<file path="src/rtl/pe_mac_seq_if.sv">
// Operand-in / result-out handshake bundle for the pe_mac_seq dot-product engine.
// master = feeder/collector side, slave = the MAC engine.
interface pe_mac_seq_if #(
    parameter int A_W   = 8,
    parameter int B_W   = 8,
    parameter int LANES = 4,
    parameter int ACC_W = 24
);
    logic                   in_valid;
    logic                   in_ready;
    logic [LANES*A_W-1:0]   a_vec;
    logic [LANES*B_W-1:0]   b_vec;
    logic                   out_valid;
    logic                   out_ready;
    logic [ACC_W-1:0]       out_data;
    logic                   out_bit;
    logic                   out_sat;

    modport master (
        output in_valid, a_vec, b_vec, out_ready,
        input  in_ready, out_valid, out_data, out_bit, out_sat
    );

    modport slave (
        input  in_valid, a_vec, b_vec, out_ready,
        output in_ready, out_valid, out_data, out_bit, out_sat
    );
endinterface

</file>
<file path="src/rtl/pe_mac_seq.sv">
// Multi-lane saturating MAC: accumulates cfg_len beats of LANES unsigned*signed products,
// then presents a thresholded / ReLU'd result on a held valid/ready output.
module pe_mac_seq #(
    parameter int A_W   = 8,
    parameter int B_W   = 8,
    parameter int LANES = 4,
    parameter int ACC_W = 24,
    parameter int CNT_W = 8
) (
    input  logic             clk,
    input  logic             reset_n,
    input  logic             clr,
    input  logic [CNT_W-1:0] cfg_len,
    input  logic             cfg_bit_sel,
    input  logic             cfg_relu_en,
    input  logic [ACC_W-1:0] cfg_thresh,
    pe_mac_seq_if.slave      bus,
    output logic             busy
);
    localparam int PW = A_W + B_W;
    localparam int SW = PW + $clog2(LANES);
    localparam int EW = ((ACC_W > SW) ? ACC_W : SW) + 1;
    localparam logic signed [ACC_W-1:0] ACC_MAX = {1'b0, {(ACC_W-1){1'b1}}};
    localparam logic signed [ACC_W-1:0] ACC_MIN = {1'b1, {(ACC_W-1){1'b0}}};

    typedef enum logic [1:0] {IDLE, ACCUM, HOLD} state_t;

    state_t                  r_state, w_state_next;
    logic signed [ACC_W-1:0] r_acc;
    logic [CNT_W-1:0]        r_cnt, r_len;
    logic                    r_sat, r_bit_sel, r_relu_en;
    logic [ACC_W-1:0]        r_thresh;
    logic                    r_out_valid, r_out_bit, r_out_sat;
    logic [ACC_W-1:0]        r_out_data;

    logic signed [PW-1:0]    w_prod [LANES];
    logic signed [SW-1:0]    w_psum [LANES+1];
    logic signed [SW-1:0]    w_beat;
    logic signed [ACC_W-1:0] w_base, w_acc_sat;
    logic signed [EW-1:0]    w_total;
    logic                    w_hi, w_lo, w_first, w_last, w_in_ready, w_accept;
    logic [CNT_W-1:0]        w_len, w_cnt_inc;
    logic [ACC_W-1:0]        w_thresh, w_val, w_data;
    logic                    w_bit_sel, w_relu_en, w_sat_any, w_bit;

    assign w_psum[0] = '0;
    generate
        for (genvar gi = 0; gi < LANES; gi++) begin : g_lane
            assign w_prod[gi] = PW'($signed({1'b0, bus.a_vec[gi*A_W +: A_W]}))
                              * PW'($signed(bus.b_vec[gi*B_W +: B_W]));
            assign w_psum[gi+1] = w_psum[gi] + SW'(w_prod[gi]);
        end
    endgenerate
    assign w_beat = w_psum[LANES];

    // First beat starts from zero and uses the live config; later beats use latched values.
    assign w_first   = (r_state == IDLE);
    assign w_base    = w_first ? '0 : r_acc;
    assign w_total   = EW'(w_base) + EW'(w_beat);
    assign w_hi      = (w_total > EW'(ACC_MAX));
    assign w_lo      = (w_total < EW'(ACC_MIN));
    assign w_acc_sat = w_hi ? ACC_MAX : (w_lo ? ACC_MIN : w_total[ACC_W-1:0]);

    assign w_len     = w_first ? ((cfg_len == '0) ? CNT_W'(1) : cfg_len) : r_len;
    assign w_thresh  = w_first ? cfg_thresh  : r_thresh;
    assign w_bit_sel = w_first ? cfg_bit_sel : r_bit_sel;
    assign w_relu_en = w_first ? cfg_relu_en : r_relu_en;
    assign w_sat_any = (w_first ? 1'b0 : r_sat) | w_hi | w_lo;
    assign w_cnt_inc = w_first ? CNT_W'(1) : r_cnt + CNT_W'(1);
    assign w_last    = (w_cnt_inc == w_len);

    // Threshold uses the pre-ReLU value.
    assign w_bit  = ($signed(w_acc_sat) >= $signed(w_thresh));
    assign w_val  = (w_relu_en && w_acc_sat[ACC_W-1]) ? '0 : w_acc_sat;
    assign w_data = w_bit_sel ? {{(ACC_W-1){1'b0}}, w_bit} : w_val;

    always_comb begin
        w_state_next = r_state;
        w_in_ready   = 1'b0;
        case (r_state)
            IDLE, ACCUM: w_in_ready = !clr;
            HOLD:        w_in_ready = 1'b0;
            default:     w_in_ready = 1'b0;
        endcase
        w_accept = w_in_ready && bus.in_valid;
        case (r_state)
            IDLE: begin
                if (w_accept) w_state_next = w_last ? HOLD : ACCUM;
            end
            ACCUM: begin
                if (w_accept && w_last) w_state_next = HOLD;
            end
            HOLD: begin
                if (bus.out_ready) w_state_next = IDLE;
            end
            default: w_state_next = IDLE;
        endcase
        if (clr) w_state_next = IDLE;
    end

    always_ff @(posedge clk) begin
        if (!reset_n) begin
            r_state     <= IDLE;
            r_acc       <= '0;
            r_cnt       <= '0;
            r_len       <= '0;
            r_sat       <= 1'b0;
            r_bit_sel   <= 1'b0;
            r_relu_en   <= 1'b0;
            r_thresh    <= '0;
            r_out_valid <= 1'b0;
            r_out_data  <= '0;
            r_out_bit   <= 1'b0;
            r_out_sat   <= 1'b0;
        end else if (clr) begin
            r_state     <= IDLE;
            r_acc       <= '0;
            r_cnt       <= '0;
            r_sat       <= 1'b0;
            r_out_valid <= 1'b0;
            r_out_data  <= '0;
            r_out_bit   <= 1'b0;
            r_out_sat   <= 1'b0;
        end else begin
            r_state <= w_state_next;
            if (w_accept) begin
                r_acc <= w_acc_sat;
                r_cnt <= w_cnt_inc;
                r_sat <= w_sat_any;
                if (w_first) begin
                    r_len     <= w_len;
                    r_thresh  <= cfg_thresh;
                    r_bit_sel <= cfg_bit_sel;
                    r_relu_en <= cfg_relu_en;
                end
                if (w_last) begin
                    r_out_valid <= 1'b1;
                    r_out_data  <= w_data;
                    r_out_bit   <= w_bit;
                    r_out_sat   <= w_sat_any;
                end
            end
            if (r_state == HOLD && bus.out_ready) r_out_valid <= 1'b0;
        end
    end

    assign bus.in_ready  = w_in_ready;
    assign bus.out_valid = r_out_valid;
    assign bus.out_data  = r_out_data;
    assign bus.out_bit   = r_out_bit;
    assign bus.out_sat   = r_out_sat;
    assign busy          = (r_state != IDLE);
endmodule

</file>
<file path="src/flat_wrapper.sv">
// flat-port wrapper written by rule: the top's interface ports become plain ports
module pe_mac_seq_flat 
#(
    parameter int A_W   = 8,
    parameter int B_W   = 8,
    parameter int LANES = 4,
    parameter int ACC_W = 24,
    parameter int CNT_W = 8
)
  (clk, reset_n, clr, cfg_len, cfg_bit_sel, cfg_relu_en, cfg_thresh, busy, bus_in_valid, bus_a_vec, bus_b_vec, bus_out_ready, bus_in_ready, bus_out_valid, bus_out_data, bus_out_bit, bus_out_sat);
  pe_mac_seq_if #(.A_W(A_W), .B_W(B_W), .LANES(LANES), .ACC_W(ACC_W)) bus_i ();
  input  logic clk;
  input  logic reset_n;
  input  logic clr;
  input  logic [CNT_W-1:0] cfg_len;
  input  logic cfg_bit_sel;
  input  logic cfg_relu_en;
  input  logic [ACC_W-1:0] cfg_thresh;
  output logic busy;
  input wire logic [$bits(bus_i.in_valid)-1:0] bus_in_valid;
  input wire logic [$bits(bus_i.a_vec)-1:0] bus_a_vec;
  input wire logic [$bits(bus_i.b_vec)-1:0] bus_b_vec;
  input wire logic [$bits(bus_i.out_ready)-1:0] bus_out_ready;
  output wire logic [$bits(bus_i.in_ready)-1:0] bus_in_ready;
  output wire logic [$bits(bus_i.out_valid)-1:0] bus_out_valid;
  output wire logic [$bits(bus_i.out_data)-1:0] bus_out_data;
  output wire logic [$bits(bus_i.out_bit)-1:0] bus_out_bit;
  output wire logic [$bits(bus_i.out_sat)-1:0] bus_out_sat;
  assign bus_i.in_valid = bus_in_valid;
  assign bus_i.a_vec = bus_a_vec;
  assign bus_i.b_vec = bus_b_vec;
  assign bus_i.out_ready = bus_out_ready;
  assign bus_in_ready = bus_i.in_ready;
  assign bus_out_valid = bus_i.out_valid;
  assign bus_out_data = bus_i.out_data;
  assign bus_out_bit = bus_i.out_bit;
  assign bus_out_sat = bus_i.out_sat;
  pe_mac_seq #(.A_W(A_W), .B_W(B_W), .LANES(LANES), .ACC_W(ACC_W), .CNT_W(CNT_W)) u_core (.clk(clk), .reset_n(reset_n), .clr(clr), .cfg_len(cfg_len), .cfg_bit_sel(cfg_bit_sel), .cfg_relu_en(cfg_relu_en), .cfg_thresh(cfg_thresh), .bus(bus_i), .busy(busy));
endmodule
</file>
<file path="config.mk">
export PLATFORM = sky130hd
export DESIGN_NAME = pe_mac_seq_flat
export DESIGN_NICKNAME = d
export VERILOG_FILES = /design/src/rtl/pe_mac_seq_if.sv /design/src/rtl/pe_mac_seq.sv /design/src/flat_wrapper.sv
export SDC_FILE = /design/constraint.sdc
export NUM_CORES = 1
export LEC_CHECK = 0
export ABC_AREA = 1
export CORE_ASPECT_RATIO = 0.5
export CORE_MARGIN = 1
export CORE_UTILIZATION = 35
export CTS_BUF_LIST = sky130_fd_sc_hd__clkbuf_8
export CTS_CLUSTER_DIAMETER = 40
export DETAILED_ROUTE_END_ITERATION = 6
export PLACE_DENSITY = 0.54
export RECOVER_POWER = 25
export SLEW_MARGIN = 40
export SYNTH_ARGS = -nofsm -noshare
export SYNTH_HDL_FRONTEND = slang
export SYNTH_SLANG_ARGS = --single-unit
</file>
<file path="constraint.sdc">
create_clock -name clk -period 16.7 [get_ports clk]
set_input_delay 5.01 -clock clk [delete_from_list [all_inputs] [get_ports clk]]
set_output_delay 5.01 -clock clk [all_outputs]
set_load 0.02 [all_outputs]
</file>
Word level (Yosys, flattened, before mapping)
Cells that the tools add are included.

$mul: 4. Reduce and logical (&&, ||, !) cells: 15. Bitwise logic cells: 4. Add/sub/neg operators: 5. Mux-type cells: 18. Magnitude comparators: 3. Eq/ne operators: 6.

Operators by type and width (count): 24-bit two-way mux (6); 9-bit by 8-bit multiplier with 16-bit output (4); 24-bit by 18-bit adder with 25-bit output (1); 25-bit by 24-bit > comparator with 1-bit output (second input constant) (1); 25-bit by 24-bit < comparator with 1-bit output (second input constant) (1); 24-bit >= comparator (1); 8-bit two-way mux (3); 17-bit by 16-bit adder with 18-bit output (1); 18-bit by 16-bit adder with 18-bit output (1); 16-bit by 16-bit adder with 17-bit output (1); 8-bit by 1-bit adder with 8-bit output (second input constant) (1); 8-bit == test (1); 8-bit zero test (1); 2-bit two-way mux (4); 2-bit one-hot mux with 3 select lines (1); 3-bit AND reduction (2); 1-bit logical AND (4); 1-bit two-way mux (4); 2-bit inequality test (second input constant) (2); 2-bit AND reduction (2); 2-bit OR reduction (2); 3-bit OR reduction (1); 2-bit by 1-bit == test with 1-bit output (second input constant) (1); 2-bit == test (second input constant) (1); other kinds (6) (8).

Register bits: 96. Logic and storage cells: 67. Output and inout port bits: 29. Bits of input ports: 103.

Depth between registers and ports, before layout
Depth after elaboration: 11. Mapped depth: 57. Mapped depth without buffers: 55.

Worst setup path before layout
Ideal clock, no wire load.

Path kind: input port to flip-flop. Start: input port bus_b_vec[31]. End: register u_core.r_out_data[0] (netlist: u_core.bus.out_data[0]). Setup slack: 3.072 ns. Required time: 16.630 ns. Setup time: 0.070 ns. Stages on the path: 45. Arrival time: 13.558 ns. Path buffers: 1. Path through: clkinv_1 or2_2 fa_1 inv_1 fa_1 inv_1 fa_1 inv_1 fa_1 ha_1 inv_1 nor3_1 nand2_1 o211ai_1 nand2_1 nand2_1 a21oi_1 o21ai_0 [... 9 more ...] o21ai_0 a211oi_1 nand4_1 nand2_1 nand3b_4 buf_8 nand2_4 ha_1 nand4_1 nor4_1 o21ai_0 nand3_1 nand2_1 nand3_1 nand2_1 nand2_1 inv_1 a21oi_1.

Elaborated cells on any way between the ends: 11. Those cells by class: add/sub (2); mul (1); order compare (3); mux (4); reduce/logical (1).

RTL lines: from (decl) (RTL line flat_wrapper.sv:22) `input wire logic [$bits(bus_i.b_vec)-1:0] bus_b_vec;`; 9-bit by 8-bit multiplier with 16-bit output (*) (RTL line pe_mac_seq.sv:50) `* PW'($signed(bus.b_vec[gi*B_W +: B_W]));`; 18-bit by 16-bit adder with 18-bit output (*) (RTL line pe_mac_seq.sv:51) `assign w_psum[gi+1] = w_psum[gi] + SW'(w_prod[gi]);`; 24-bit by 18-bit adder with 25-bit output (*) (RTL line pe_mac_seq.sv:59) `assign w_total = EW'(w_base) + EW'(w_beat);`; 25-bit by 24-bit < comparator with 1-bit output (RTL line pe_mac_seq.sv:61) `assign w_lo = (w_total < EW'(ACC_MIN));`; 24-bit two-way mux (RTL line pe_mac_seq.sv:62) `assign w_acc_sat = w_hi ? ACC_MAX : (w_lo ? ACC_MIN : w_total[ACC_W-1:0]);`; 24-bit two-way mux (*) (RTL line pe_mac_seq.sv:62); named net u_core.w_acc_sat[15] (RTL line pe_mac_seq.sv:39) `logic signed [ACC_W-1:0] w_base, w_acc_sat;`; 24-bit >= comparator (*) (RTL line pe_mac_seq.sv:73) `assign w_bit = ($signed(w_acc_sat) >= $signed(w_thresh));`; 24-bit two-way mux (*) (RTL line pe_mac_seq.sv:75) `assign w_data = w_bit_sel ? {{(ACC_W-1){1'b0}}, w_bit} : w_val;`; to (signal assigned) (RTL line pe_mac_seq.sv:138) `r_out_data <= w_data;`; to (decl) (RTL line pe_mac_seq.sv:34) `logic [ACC_W-1:0] r_out_data;`.

Mark *: on every way through the listed nets, which the timed path passes. The rest lies on a longest branch. A chain may end at the register's enable or synchronous reset.

Worst setup path after layout
Start: input port bus_b_vec[23]. End: register u_core.r_out_data[0] (netlist: u_core.bus.out_data[0]).

Elaborated cells on any way between the ends: 12. Those cells by class: add/sub (3); mul (1); order compare (3); mux (4); reduce/logical (1).

RTL lines (RTL line): 9-bit by 8-bit multiplier with 16-bit output (*) (pe_mac_seq.sv:50); 17-bit by 16-bit adder with 18-bit output (*) (pe_mac_seq.sv:51); 18-bit by 16-bit adder with 18-bit output (*) (pe_mac_seq.sv:51); 24-bit by 18-bit adder with 25-bit output (*) (pe_mac_seq.sv:59); 25-bit by 24-bit < comparator with 1-bit output (pe_mac_seq.sv:61); 24-bit two-way mux (pe_mac_seq.sv:62); 24-bit two-way mux (*) (pe_mac_seq.sv:62); named net u_core.w_acc_sat[21] (pe_mac_seq.sv:39); 24-bit >= comparator (*) (pe_mac_seq.sv:73); 24-bit two-way mux (*) (pe_mac_seq.sv:75).

Marks and branches as above.

==> results.sh <==
export IMPL_status="finished with violations"
export IMPL_violations="DRC, capacitance limit, slew limit"
export IMPL_dieHeight_um=158
export IMPL_htreeDepth=3
export IMPL_path_max_fanout=24
export IMPL_synth_ff_type="dfxtp_1"
export IMPL_drive_gt1_share_pct=4.28
export IMPL_seq_area_mm2=0.00192
export IMPL_drv_slew=37
export IMPL_core_mm2=0.0476
export IMPL_fin_crit_sh_pct=89.0
export IMPL_hold_viol_final=0
export IMPL_cap_violations=1
export IMPL_hp_class="reg -> reg"
export IMPL_syn_inst=2330
export IMPL_synthDistinctLibCells=47
export IMPL_critPathMaxStageDelay_ns=0.54
export IMPL_drt_iter0_markers=635
export IMPL_grt_max_degree=70
export IMPL_path_common_cell="nand2_1"
export IMPL_cts_tree="done"
export IMPL_grt_pass1_wl_um=70300
export IMPL_required_ns=17.02
export IMPL_synth_top_area_share_pct=25.6
export IMPL_grt_remaining_overflow=0
export IMPL_clock_fmax_mhz=67.3
export IMPL_clk_latency_ns=0.40
export IMPL_cts_resized=0
export IMPL_synth_nets=2862
export IMPL_arrival_ns=15.18
export IMPL_start_util_pct=36.0
export IMPL_post_place_cells=3007
export IMPL_rsz0062_at_grt="no"
export IMPL_antenna_found_initial=0
export IMPL_syn_mean_instance_area_um2=7.35
export IMPL_start_kind="input port"
export IMPL_synthTopCellsByArea="fa_1 (26%), ha_1 (15%), inv_1 (13%)"
export IMPL_multi_input_area_mm2=0.0125
export IMPL_placed_area_mm2=0.0188
export IMPL_synth_area_mm2=0.0171
export IMPL_async_flop_share_pct=0
export IMPL_dp_hpwl_um=36400
export IMPL_ys_ff_latch=96
export IMPL_ant_nets=0
export IMPL_wl_um=42800
export IMPL_design_area_mm2=0.0190
export IMPL_die_w_um=315
export IMPL_drtPass1Iterations=7
export IMPL_area_growth_pct=11.2
export IMPL_layout_nets=2912
export IMPL_dieArea_mm2=0.0499
export IMPL_worst_slew_pin_slew_ns=1.68
export IMPL_ioPinCount=132
export IMPL_io_buffer_count=131
export IMPL_root_buffer="clkbuf_8"
export IMPL_wl_per_cell_um=14.2
export IMPL_worst_setup_path_type="in -> reg"
export IMPL_place_congestion=0.903
export IMPL_synth_edff_count=0
export IMPL_clk_path_buf_depth=2
export IMPL_grtUsageTotal_pct=17.8
export IMPL_tns_ns=0
export IMPL_yosysTopAreaCell="fa_1"
export IMPL_clock_sinks=96
export IMPL_vias=13900
export IMPL_vias_per_cell=4.59
export IMPL_grt_pass1_vias=13600
export IMPL_cts_setup_buffers=0
export IMPL_stdcell_count=3023
export IMPL_critPathSlowestCell="fa_1"
export IMPL_ys_warn_count=0
export IMPL_num_rows=56
export IMPL_fin_crit_ns=14.86
export IMPL_diodes=0
export IMPL_route_detailed_drc=2
export IMPL_synth_seq_area_share_pct=11.2
export IMPL_ctsHoldBuffers=0
export IMPL_critPathCaptureType="flip-flop"
export IMPL_setup_viol=0
export IMPL_relSlewSlack_pct=-11.8
export IMPL_fill_cells=5011
export IMPL_cts_buffers=9
export IMPL_skew_ns=0.0179
export IMPL_path_clk_slew_ns=0.10
## layer usage
metal	up-vias	wire (µm)	GRT usage, %
li1	7058	-	-
met3	31	2000	2.38
met2	219	19600	29.0
met5	-	0	0
met1	6573	20700	25.0
met4	0	481	4.07
## cells in the mapped netlist, types with 2 or more instances
master / count
nor4_1: 3
or2_2: 17
buf_1: 2
inv_2: 7
o21a_1: 3
a31oi_1: 7
o21ai_1: 27
mux2i_1: 16
o21ai_2: 4
a21o_1: 7
xor2_1: 38
clkbuf_1: 83
or2_1: 2
nand2_1: 468
nand2_2: 25
fa_1: 219
nor2_1: 120
buf_2: 5
a211oi_1: 12
buf_6: 7
nor3_1: 10
clkinv_1: 6
nor2_2: 4
nand4_1: 12
xnor2_1: 37
o21ai_0: 76
a21oi_2: 2
o31ai_1: 2
inv_1: 593
nand3b_1: 2
o21bai_1: 10
ha_1: 210
dfxtp_1: 96
nand2_4: 9
a21oi_1: 131
nand3_1: 42
nand3_2: 6
## worst paths after layout
check	startpoint	cells after the start	slack (ns)	end
worst max-delay path	bus_b_vec[23]	49	1.84	u_core.bus.out_data[0]
worst min-delay path	u_core.r_len[5]	2	0.47	u_core.r_len[5]
worst max register to register	u_core.r_state[1]	34	9.78	u_core.bus.out_data[0]
worst min register to register	u_core.r_len[5]	2	0.47	u_core.r_len[5]
## cell usage in the layout, fill, tap and decap left out, types with 10 or more instances in the layout
cell type,n
inv_1,593
nand2_1,467
fa_1,219
ha_1,210
a21oi_1,131
nor2_1,120
clkdlybuf4s50_1,102
dfxtp_1,96
o21ai_0,76
nand3_1,42
xor2_1,38
xnor2_1,37
dlygate4sd3_1,28
o21ai_1,27
nand2_2,26
or2_2,17
mux2i_1,16
nand4_1,12
a211oi_1,12
o21bai_1,10
nor3_1,10
clkbuf_8,10
## sequential cells by signal, summed over array words and instances, names as in the netlist
signal                count
u_core.r_sat              1
u_core.r_len              8
u_core.r_bit_sel          1
u_core.r_state            2
u_core.bus.out_sat        1
u_core.r_acc             24
u_core.bus.out_valid      1
u_core.bus.out_bit        1
u_core.r_cnt              8
u_core.r_thresh          24
u_core.r_relu_en          1
u_core.bus.out_data      24
## critical path, delay by kind of cell
kind | cells | cell delay [ns]
fa+ha+maj | 10 | 4.50
simple gates | 22 | 3.18
buf+inv | 10 | 1.21
compound gates | 6 | 0.89
xor+xnor | 1 | 0.38
## kinds of logic after synthesis
family | share of synthesized area (%)
AOI/OAI and AO/OA | 8.99
xor gates and xnor gates | 3.84
adders and majority gates | 41.0
buffers and inverters | 15.9
DFF | 11.2
muxes | 0.935
and+or+nand+nor | 18.2
## cell type report
class	count	share of cell area [%]
clock buffer	10	0.723
clock inverter	6	0.355
inverter	606	11.9
multi-input combinational	1529	65.6
sequential	96	10.1
tap	638	4.19
timing repair buffer	138	7.11
## metrics by stage
| step | util, % | hold slack [ns] | worst slack, ns |
|---|---|---|---|
| finish | 40.0 | 0.467 | 1.84 |
| CTS | 40.0 | 0.468 | 1.92 |
| global route | 40.0 | 0.489 | 1.09 |
| global placement | 39.6 | 0.450 | 1.74 |
| detailed placement | 39.6 | 0.452 | 1.55 |
| floorplan | - | 0.430 | 3.07 |
Power is not shown: default switching activity piles up to over one toggle a cycle in this logic, so the estimate is an artifact.
